`config.mk`:
```
export PLATFORM = sky130hd
export DESIGN_NAME = router_pkt_fsm
export DESIGN_NICKNAME = d
export VERILOG_FILES = /design/src/rtl/router_pkt_fsm.sv
export SDC_FILE = /design/constraint.sdc
export NUM_CORES = 1
export LEC_CHECK = 0
export ABC_AREA = 1
export CELL_PAD_IN_SITES_DETAIL_PLACEMENT = 0
export CELL_PAD_IN_SITES_GLOBAL_PLACEMENT = 1
export CORE_UTILIZATION = 28
export CTS_BUF_LIST = sky130_fd_sc_hd__clkbuf_4 sky130_fd_sc_hd__clkbuf_8 sky130_fd_sc_hd__clkbuf_16
export DETAILED_ROUTE_END_ITERATION = 8
export PLACE_DENSITY = 0.73
export SYNTH_ARGS = -nofsm -noshare
export SYNTH_HDL_FRONTEND = slang
export SYNTH_SLANG_ARGS = --single-unit
export TNS_END_PERCENT = 20
```
`constraint.sdc`:
```
create_clock -name clock -period 1.3 [get_ports clock]
set_clock_uncertainty 0.15 [all_clocks]
set_input_delay 0.26 -clock clock [delete_from_list [all_inputs] [get_ports clock]]
set_output_delay 0.26 -clock clock [all_outputs]
set_load 0.05 [all_outputs]
```
`src/rtl/router_pkt_fsm.sv`:
```
// Packet-sequencing controller for the 1-to-NUM_DEST router: header decode, FIFO-drain wait,
// and phase strobes for the register datapath, plus FIFO write-enable and source back-pressure.
//
// state              | meaning
// DECODE_ADDRESS     | idle, waiting for a valid header byte
// WAIT_TILL_EMPTY    | header accepted, destination FIFO still draining
// LOAD_FIRST_DATA    | header byte loaded into the datapath
// LOAD_DATA          | payload bytes streaming into the FIFO
// FIFO_FULL_STATE    | destination full, datapath holds its byte
// LOAD_AFTER_FULL    | held byte written once the FIFO has room
// LOAD_PARITY        | parity byte written
// CHECK_PARITY_ERROR | parity compare, internal register reset
module router_pkt_fsm #(
  parameter int NUM_DEST = 3
) (
  input  logic                clock,
  input  logic                reset,
  input  logic                pkt_valid,
  input  logic [1:0]          data_in,
  input  logic                fifo_full,
  input  logic [NUM_DEST-1:0] fifo_empty,
  input  logic [NUM_DEST-1:0] soft_reset,
  input  logic                parity_done,
  input  logic                low_packet_valid,
  output logic                detect_add,
  output logic                lfd_state,
  output logic                ld_state,
  output logic                full_state,
  output logic                laf_state,
  output logic                rst_int_reg,
  output logic                write_enb_reg,
  output logic                busy,
  output logic [1:0]          addr_q
);

  typedef enum logic [2:0] {
    DECODE_ADDRESS,
    WAIT_TILL_EMPTY,
    LOAD_FIRST_DATA,
    LOAD_DATA,
    FIFO_FULL_STATE,
    LOAD_AFTER_FULL,
    LOAD_PARITY,
    CHECK_PARITY_ERROR
  } state_t;

  state_t     state, state_n;
  logic [1:0] addr_n;
  logic       hdr_valid, hdr_empty, addr_empty, addr_soft;

  assign hdr_valid = (32'(data_in) < NUM_DEST);

  // Per-destination selects via compare loop so an out-of-range address never indexes past the vector.
  always_comb begin
    hdr_empty  = 1'b0;
    addr_empty = 1'b0;
    addr_soft  = 1'b0;
    for (int i = 0; i < NUM_DEST; i++) begin
      if (data_in == 2'(i)) hdr_empty = fifo_empty[i];
      if (addr_q == 2'(i)) begin
        addr_empty = fifo_empty[i];
        addr_soft  = soft_reset[i];
      end
    end
  end

  always_comb begin
    state_n = state;
    addr_n  = addr_q;
    case (state)
      DECODE_ADDRESS: begin
        if (pkt_valid && hdr_valid) begin
          addr_n  = data_in;
          state_n = hdr_empty ? LOAD_FIRST_DATA : WAIT_TILL_EMPTY;
        end
      end
      WAIT_TILL_EMPTY:    state_n = addr_empty ? LOAD_FIRST_DATA : WAIT_TILL_EMPTY;
      LOAD_FIRST_DATA:    state_n = LOAD_DATA;
      LOAD_DATA: begin
        if (fifo_full)       state_n = FIFO_FULL_STATE;
        else if (!pkt_valid) state_n = LOAD_PARITY;
        else                 state_n = LOAD_DATA;
      end
      FIFO_FULL_STATE:    state_n = fifo_full ? FIFO_FULL_STATE : LOAD_AFTER_FULL;
      LOAD_AFTER_FULL: begin
        if (parity_done)           state_n = DECODE_ADDRESS;
        else if (low_packet_valid) state_n = LOAD_PARITY;
        else                       state_n = LOAD_DATA;
      end
      LOAD_PARITY:        state_n = CHECK_PARITY_ERROR;
      CHECK_PARITY_ERROR: state_n = fifo_full ? FIFO_FULL_STATE : DECODE_ADDRESS;
      default:            state_n = DECODE_ADDRESS;
    endcase
    // A read-timeout on the active destination aborts the packet; addr_q is kept.
    if (state != DECODE_ADDRESS && addr_soft) state_n = DECODE_ADDRESS;
  end

  // Outputs are registered from the next state, so they always equal the decode of the current state.
  always_ff @(posedge clock or posedge reset) begin
    if (reset) begin
      state         <= DECODE_ADDRESS;
      addr_q        <= 2'd0;
      detect_add    <= 1'b1;
      lfd_state     <= 1'b0;
      ld_state      <= 1'b0;
      full_state    <= 1'b0;
      laf_state     <= 1'b0;
      rst_int_reg   <= 1'b0;
      write_enb_reg <= 1'b0;
      busy          <= 1'b0;
    end else begin
      state         <= state_n;
      addr_q        <= addr_n;
      detect_add    <= (state_n == DECODE_ADDRESS);
      lfd_state     <= (state_n == LOAD_FIRST_DATA);
      ld_state      <= (state_n == LOAD_DATA);
      full_state    <= (state_n == FIFO_FULL_STATE);
      laf_state     <= (state_n == LOAD_AFTER_FULL);
      rst_int_reg   <= (state_n == CHECK_PARITY_ERROR);
      write_enb_reg <= (state_n == LOAD_DATA) || (state_n == LOAD_PARITY) ||
                       (state_n == LOAD_AFTER_FULL);
      busy          <= (state_n != DECODE_ADDRESS) && (state_n != LOAD_DATA);
    end
  end

endmodule

```
; ---- Word level (Yosys, flattened, before mapping)
; Cells that the tools add are included.
[totals]
ff_bits = 13
input_bits = 14
wordCells = 61
output_inout_bits = 10
[op_classes]
n_mux = 20
reduce_logical = 12
order_cmp = 1
eq_ne = 18
[ops]
columns = op, count
row1 = "3-bit == test, second input constant", 8
row2 = 3-bit one-hot mux with 8 select lines, 1
row3 = 3-bit two-way mux, 7
row4 = "3-bit by 2-bit == test with 1-bit output, second input constant", 4
row5 = 1-bit two-way mux, 10
row6 = 3-bit zero test, 2
row7 = 3-bit nonzero test, 2
row8 = "2-bit by 1-bit == test with 1-bit output, second input constant", 2
row9 = "2-bit == test, second input constant", 2
row10 = 2-bit zero test, 2
row11 = 2-bit two-way mux, 2
row12 = "3-bit by 1-bit == test with 1-bit output, second input constant", 1
row13 = 1-bit logical AND, 3
row14 = "3-bit by 2-bit inequality test with 1-bit output, second input constant", 1
row15 = 1-bit logical OR, 2
row16 = "2-bit less-than comparator, second input constant", 1
row17 = 2-bit AND reduction, 1

; ---- Depth between registers and ports, before layout
; Gate-level depths: netlist of the first run.
[depth]
ltp_word = 11
ltp_mapped = 11

; ---- Worst setup path before layout of the first run
; No wires, ideal clock.
[synth_path]
path_type = reg2reg
startpoint = register addr_q[0]
endpoint = register busy
path_buffers = 0
arrival_time_ps = 1520
path_stages_with_launch = 10
synth_period_minus_slack_ps = 1783
setup_ps = 113
slack_ps = -483
path_cell_list = dfrtp_1 > inv_1 > nand3_1 > nand3_1 > nor2_1 > nor2_2 > nor2_4 > nand3_2 > nand2_1 > inv_1
[synth_between]
elab_chain_cells = 9
word_cells_on_any_way = 16
classes_between = 3 x eq/ne / 9 x mux / 4 x reduce/logical
[synth_lines]
columns = item, line_no
row1 = "start, declared", 33  ; output logic [1:0] addr_q
row2 = "start signal, assigned", 113  ; addr_q <= addr_n;
row3 = 2-bit zero test, 60  ; if (addr_q == 2'(i)) begin
row4 = 1-bit two-way mux (3 in series), 60
row5 = 2-bit two-way mux, 77  ; WAIT_TILL_EMPTY: state_n = addr_empty ? LOAD_FIRST_DATA : WAIT_TILL_EMPTY;
row6 = 3-bit one-hot mux with 8 select lines, 70  ; case (state)
row7 = 3-bit two-way mux *, 95  ; if (state != DECODE_ADDRESS && addr_soft) state_n = DECODE_ADDRESS;
row8 = named net state_n[0], 47  ; state_t state, state_n;
row9 = 3-bit by 2-bit inequality test with 1-bit output or 3-bit nonzero test (tied branches), 122  ; busy <= (state_n != DECODE_ADDRESS) && (state_n != LOAD_DATA);
row10 = 1-bit logical AND *, 122
row11 = "end signal, assigned", 122
row12 = "end, declared", 32  ; output logic busy,
; Mark *: on every way through the listed nets, which the timed path passes. The rest lies on a longest branch.
; A chain may end at the register's enable or synchronous reset.

; ---- Final worst setup path of the first run
; Same ends and word-level chain as after synthesis.

==> flow_metrics.py, run 1 <==
metrics = {
    "setup_path": {
        "arrival_ps": 1600,
        "path_delay_family": "simple AND/OR/NAND/NOR gates",
        "critPathSlowestCell": "dfrtp_2",
        "critPathBufInv": 2,
        "crit_path_start_kind": "flop",
        "crit_fanout": 4,
        "end_kind": "flop",
        "crit_chain": "inv_2 > nand3_1 > nand3_2 > nand2_2 > nand2_2 > nand2_4 > nor2_4 > nand3_2 > nand2_1 > inv_1",
        "critPathKind": "reg -> reg",
        "required_ps": 1310,
        "critPathMaxStageDelay_ps": 450,
    },
    "global_route": {
        "grt_max_degree": 14,
        "grt-ovfl-total": 0,
        "grt_pass1_wl_um": 3250,
        "grt.total_usage": 0.151,
        "grt_pass1_vias": 783,
        "antenna_found_initial": 0,
    },
    "die": {
        "die_area_sq_um": 2980,
        "io_pins": 24,
        "die_h_um": 54.6,
        "initial_utilization": 0.304,
        "rows": 18,
        "coreArea_sq_um": 2540,
        "die_w_um": 54.6,
    },
    "clock_tree": {
        "cts.sinks": 13,
        "cts_buffers": 3,
        "cts_tree": "yes",
        "htreeDepth": 1,
        "cts_buffer_depth": 2,
        "ctsRootBufferMaster": "clkbuf_4",
        "clk_latency_ps": 270,
        "clk_pin_slew_ps": 80,
    },
    "place": {
        "gp_congestion": 0.797,
        "numPortBuffers": 23,
        "placed_cell_area_sq_um": 1200,
        "hpwl_um": 1400,
    },
    "routing": {
        "ant_nets": 0,
        "drt-wirelength-per-cell_um": 10.5,
        "drt_first_iter_violations": 7,
        "vias_per_cell": 4.37,
        "drt_wl_total_um": 1940,
        "remaining_drc_errors": 0,
        "vias": 804,
        "first_pass_iters": 2,
    },
    "synthesis": {
        "synth-main-ff-cell": "dfrtp_1",
        "syn_area_per_cell_sq_um": 7.17,
        "ys_ff_latch": 13,
        "synth-seq-area-share": 0.422,
        "syn-cell-area_sq_um": 774,
        "syn_inst": 108,
        "syn_nets": 122,
        "synth_area_leaders": "dfrtp_1, nand3_1, nand2_1, inv_1, nor2_4",
        "synth_area_leader_cell": "dfrtp_1",
        "netlist.area_leader.share": 0.388,
        "async_flop_share": 1.00,
        "synth_cell_types": 17,
        "yosys-top-cells-count": "nand2_1, nand3_1, inv_1",
        "synth_most_common_cell": "nand2_1",
        "yosysWarningCount": 0,
        "synth_edf_count": 0,
    },
    "timing": {
        "period_needed_ps": 1590,
        "tightest_slew_ps": 291,
        "fmax_mhz": 631,
        "setup_violations": 14,
        "setup_ws_ps": -286,
        "period_share": 1.22,
        "rsz0062_at_grt": "true",
        "relSlewSlack": 0.805,
        "maxSlewViolCount": 0,
        "hold_viol_final": 0,
    },
    "final_layout": {
        "largest_register_ffs": 3,
        "nNetsFinal": 169,
        "drive_gt1_frac": 0.481,
        "fillCellCount": 248,
        "top_register": "state",
        "area_growth_pct": 80.6,
        "reg_top3": "state x3, addr_q x2",
        "diodes": 0,
        "fin_area_sq_um": 1400,
    },
    "min_path": {
        "hold_path_class": "in -> async",
    },
    "power_and_ir_drop": {
        "peakVddDrop_mv": 2.06,
        "power_density_nw_per_um2": 2540,
        "leakage_nw": 0.722,
        "power.total_mw": 3.55,
    },
    "outcome": {
        "status": "finished with violations",
        "violations": "setup timing",
    },
    "flow_run": {
        "maxCapViolCount": 0,
    },
}
==> what timing repair did <==
action,4_1_cts,5_1_grt
buffers inserted,11,0
endpoints found under the setup margin,16,16
pin swaps,12,5
hold buffers,0,0
gates resized for setup,23,10
==> area by class of cell <==
type                       instances  area, sq um  area share
sequential                        13          332       0.237
tap                               30         37.5      0.0268
multi-input combinational         75          444       0.318
inverter                          20         77.6      0.0555
timing repair buffer              42          478       0.342
clock buffer                       4         30.0      0.0215
==> worst min-delay path, cell delays in order <==
cell             delay [ps]
clkdlybuf4s50_1         390
inv_1                    50
buf_4                   190
==> logic make-up after synthesis <==
| kind of cell | after synthesis | synth area share |
|---|---|---|
| buffers and inverters | 20 | 0.0969 |
| and+or+nand+nor | 68 | 0.433 |
| AOI/OAI and AO/OA | 7 | 0.0485 |
| DFF | 13 | 0.422 |
==> path summary, 6_finish.rpt <==
check                                 startpoint                    end  slack, ps  cells after the start
max                        addr_q[0]$_DFFE_PP0P_         busy$_DFF_PP0_       -290                     10
max in group asynchronous                  reset   detect_add$_DFF_PP1_        650                      3
min                                        reset     ld_state$_DFF_PP0_        120                      3
min reg2reg                addr_q[1]$_DFFE_PP0P_  addr_q[1]$_DFFE_PP0P_        520                      3
min in group clock                    data_in[1]  addr_q[1]$_DFFE_PP0P_        370                      4
max reg2reg                addr_q[0]$_DFFE_PP0P_         busy$_DFF_PP0_       -290                     10
==> cell usage in the layout, fill, tap and decap left out, drive strengths merged <==
| cell | count |
|---|---|
| buf | 29 |
| dfrtp | 12 |
| nand3 | 22 |
| dlygate4sd2 | 4 |
| a21oi | 2 |
| dfstp | 1 |
| nor3 | 2 |
| nor2 | 14 |
| clkbuf | 4 |
| inv | 20 |
| nand2 | 29 |
| nand4 | 1 |
| clkdlybuf4s50 | 8 |
| o211ai | 1 |
| dlymetal6s2s | 1 |
| o21ai | 4 |
==> where the power goes <==
group          internal (mW)  switching (mW)  leakage, nW
Clock                  0.140           0.118       0.0184
Combinational           1.16            1.37        0.542
Sequential             0.583           0.176        0.162
Total                   1.89            1.67        0.722
==> metal layers <==
metal | up-vias | track usage | wire length [um]
met5 | - | 0 | 0
li1 | 433 | - | -
met2 | 17 | 0.275 | 1020
met1 | 354 | 0.181 | 842
met3 | 0 | 0.0333 | 78
met4 | 0 | 0.0256 | 0
==> per-stage QoR <==
step                setup TNS (ps)  setup WS (ps)  instances  utilization  hold WS [ps]
finish                       -2670           -286        184        0.550           118
global route                 -3980           -368        184        0.550           138
CTS                          -2590           -269        184        0.535           117
detailed placement           -5760           -611        169        0.473           418
global placement             -5580           -606        169        0.473           411
floorplan                    -1410           -259        108            -         -13.9
No activity file was read; power rests on OpenSTA's default activity.
==> run 2, diff against run 1 <==
MAX_ROUTING_LAYER = met4   (was not set)
==> run 2 against run 1 <==
Net effect: the run still ends with setup timing left; clock power increased by 5%; utilization fell by 0.93 points; via count is 2.2% higher; critical endpoint unchanged.
==> flow_metrics.py, run 2 (same netlist as run 1, synthesis figures left out) <==
metrics = {
    "outcome": {
        "status": "finished with violations",
        "violations": "setup timing",
    },
    "final_layout": {
        "top_register": "state",
        "area_growth_pct": 77.5,
        "final_cell_mix": "nand2_1, nand3_1, buf_4",
        "fin_area_sq_um": 1380,
        "drive_gt1_frac": 0.460,
        "diodes": 0,
        "nNetsFinal": 165,
        "reg_top3": "state x3, addr_q x2",
        "final_common_cell": "nand2_1",
        "largest_register_ffs": 3,
    },
    "place": {
        "placed_cell_area_sq_um": 1210,
        "numPortBuffers": 23,
        "gp_congestion": 0.820,
        "pre_cts_slack_ps": -619,
        "hpwl_um": 1460,
    },
    "min_path": {
        "hold_path_class": "in -> async",
    },
    "setup_path": {
        "arrival_ps": 1590,
        "required_ps": 1330,
        "reg2reg_depth": 8,
        "critPathKind": "reg -> reg",
        "end_kind": "flop",
        "r2r_end": "busy$_DFF_PP0_",
        "rrSetupSlack_ps": -250,
        "crit_fanout": 6,
        "crit_path_start_kind": "flop",
        "reg2reg_from": "state[2]$_DFF_PP0_",
    },
    "routing": {
        "remaining_drc_errors": 0,
        "vias_per_cell": 4.57,
        "vias": 822,
        "drt_wl_total_um": 1880,
        "ant_nets": 0,
        "first_pass_iters": 4,
        "drt_first_iter_violations": 12,
        "drt-wirelength-per-cell_um": 10.5,
    },
    "timing": {
        "setup_tns_ps": -2110,
        "fmax_mhz": 643,
        "setup_ws_ps": -254,
        "maxSlewViolCount": 0,
        "whs_ps": 110,
        "relSlewSlack": 0.855,
        "tightest_slew_ps": 217,
        "setup_violations": 14,
        "hold_viol_final": 0,
        "period_needed_ps": 1550,
        "period_share": 1.20,
        "rsz0062_at_grt": "true",
    },
    "die": {
        "coreArea_sq_um": 2540,
        "initial_utilization": 0.304,
        "die_w_um": 54.6,
        "io_pins": 24,
        "die_h_um": 54.6,
        "die_area_sq_um": 2980,
        "rows": 18,
    },
    "global_route": {
        "grt-ovfl-total": 0,
        "antenna_found_initial": 0,
        "grt_max_degree": 14,
        "grt_pass1_wl_um": 3130,
        "grt.total_usage": 0.156,
        "grt_pass1_vias": 753,
    },
    "clock_tree": {
        "cts.sinks": 13,
        "cts_buffer_depth": 2,
        "clk_pin_slew_ps": 80,
        "clk_latency_ps": 280,
        "ctsRootBufferMaster": "clkbuf_4",
        "cts_tree": "yes",
        "hold_buffers": 0,
        "htreeDepth": 1,
        "cts_buffers": 3,
    },
    "power_and_ir_drop": {
        "leakage_nw": 0.712,
        "combPwrFrac": 0.694,
        "p_clk_frac": 0.080,
        "p_switching_mw": 1.60,
        "seq_power_share": 0.226,
        "peakVddDrop_mv": 1.57,
        "power_density_nw_per_um2": 2450,
        "switching_share": 0.476,
        "p_int_mw": 1.76,
    },
    "flow_run": {
        "maxCapViolCount": 0,
    },
}
[run 2: cell types whose count changed in the layout (fill, tap and decap cells not counted), sizes merged]
cell and delta:
buf -4, clkdlybuf4s50 -1, dlymetal6s2s +1
[run 2: critical path: stages, from the launching register on]
cell     delay, ps
dfrtp_2        470
nor3_1         240
nor2_1          90
nand2_2        100
nand2_4         70
nor2_4         120
nand3_2        110
nand2_1         70
inv_1           30
[run 2: layer usage]
metal,global-route usage,wire length (um),part of all wire
met3,0.0417,79,0.042
met4,0.0513,11,0.0058
met5,-,0,0
met2,0.253,978,0.52
met1,0.184,814,0.43
[run 2: timing repair]
action                                  CTS  global route
endpoints found under the setup margin   16            16
buffers inserted                          5             1
resized for setup                        18            16
cloned                                    0             0
pin swaps                                 8             1
[run 2: worst max-delay path by stage]
stage / start / end / slack, ps / depth (start not counted)
6_report: state[2]$_DFF_PP0_ / busy$_DFF_PP0_ / -250 / 8
5_1_grt: state[1]$_DFF_PP0_ / lfd_state$_DFF_PP0_ / -320 / 8
4_1_cts: state[1]$_DFF_PP0_ / lfd_state$_DFF_PP0_ / -230 / 8
3_5_place_dp: pkt_valid / busy$_DFF_PP0_ / -620 / 10
3_3_place_gp: pkt_valid / busy$_DFF_PP0_ / -610 / 10
2_1_floorplan: addr_q[0]$_DFFE_PP0P_ / busy$_DFF_PP0_ / -260 / 9
[run 2: area by class of cell]
type	instances	area [sq um]
inverter	20	77.6
clock buffer	4	30.0
sequential	13	332
timing repair buffer	38	450
tap	30	37.5
multi-input combinational	75	448
fill	240	1170
[run 2: stage by stage]
step	power, mW	std cells	util
final	3.37	180	0.540
after global routing	3.58	180	0.540
after CTS	3.24	179	0.515
after detailed placement	2.78	170	0.476
after global placement	2.75	170	0.476
after floorplan	1.93	108	-
[run 2: power groups by stage]
stage	clock network, mW	logic, mW	registers, mW
2_1_floorplan	0	0.863	1.07
3_3_place_gp	0	2.01	0.745
3_5_place_dp	0	2.03	0.750
4_1_cts	0.281	2.21	0.755
5_1_grt	0.296	2.51	0.775
6_report	0.270	2.34	0.762
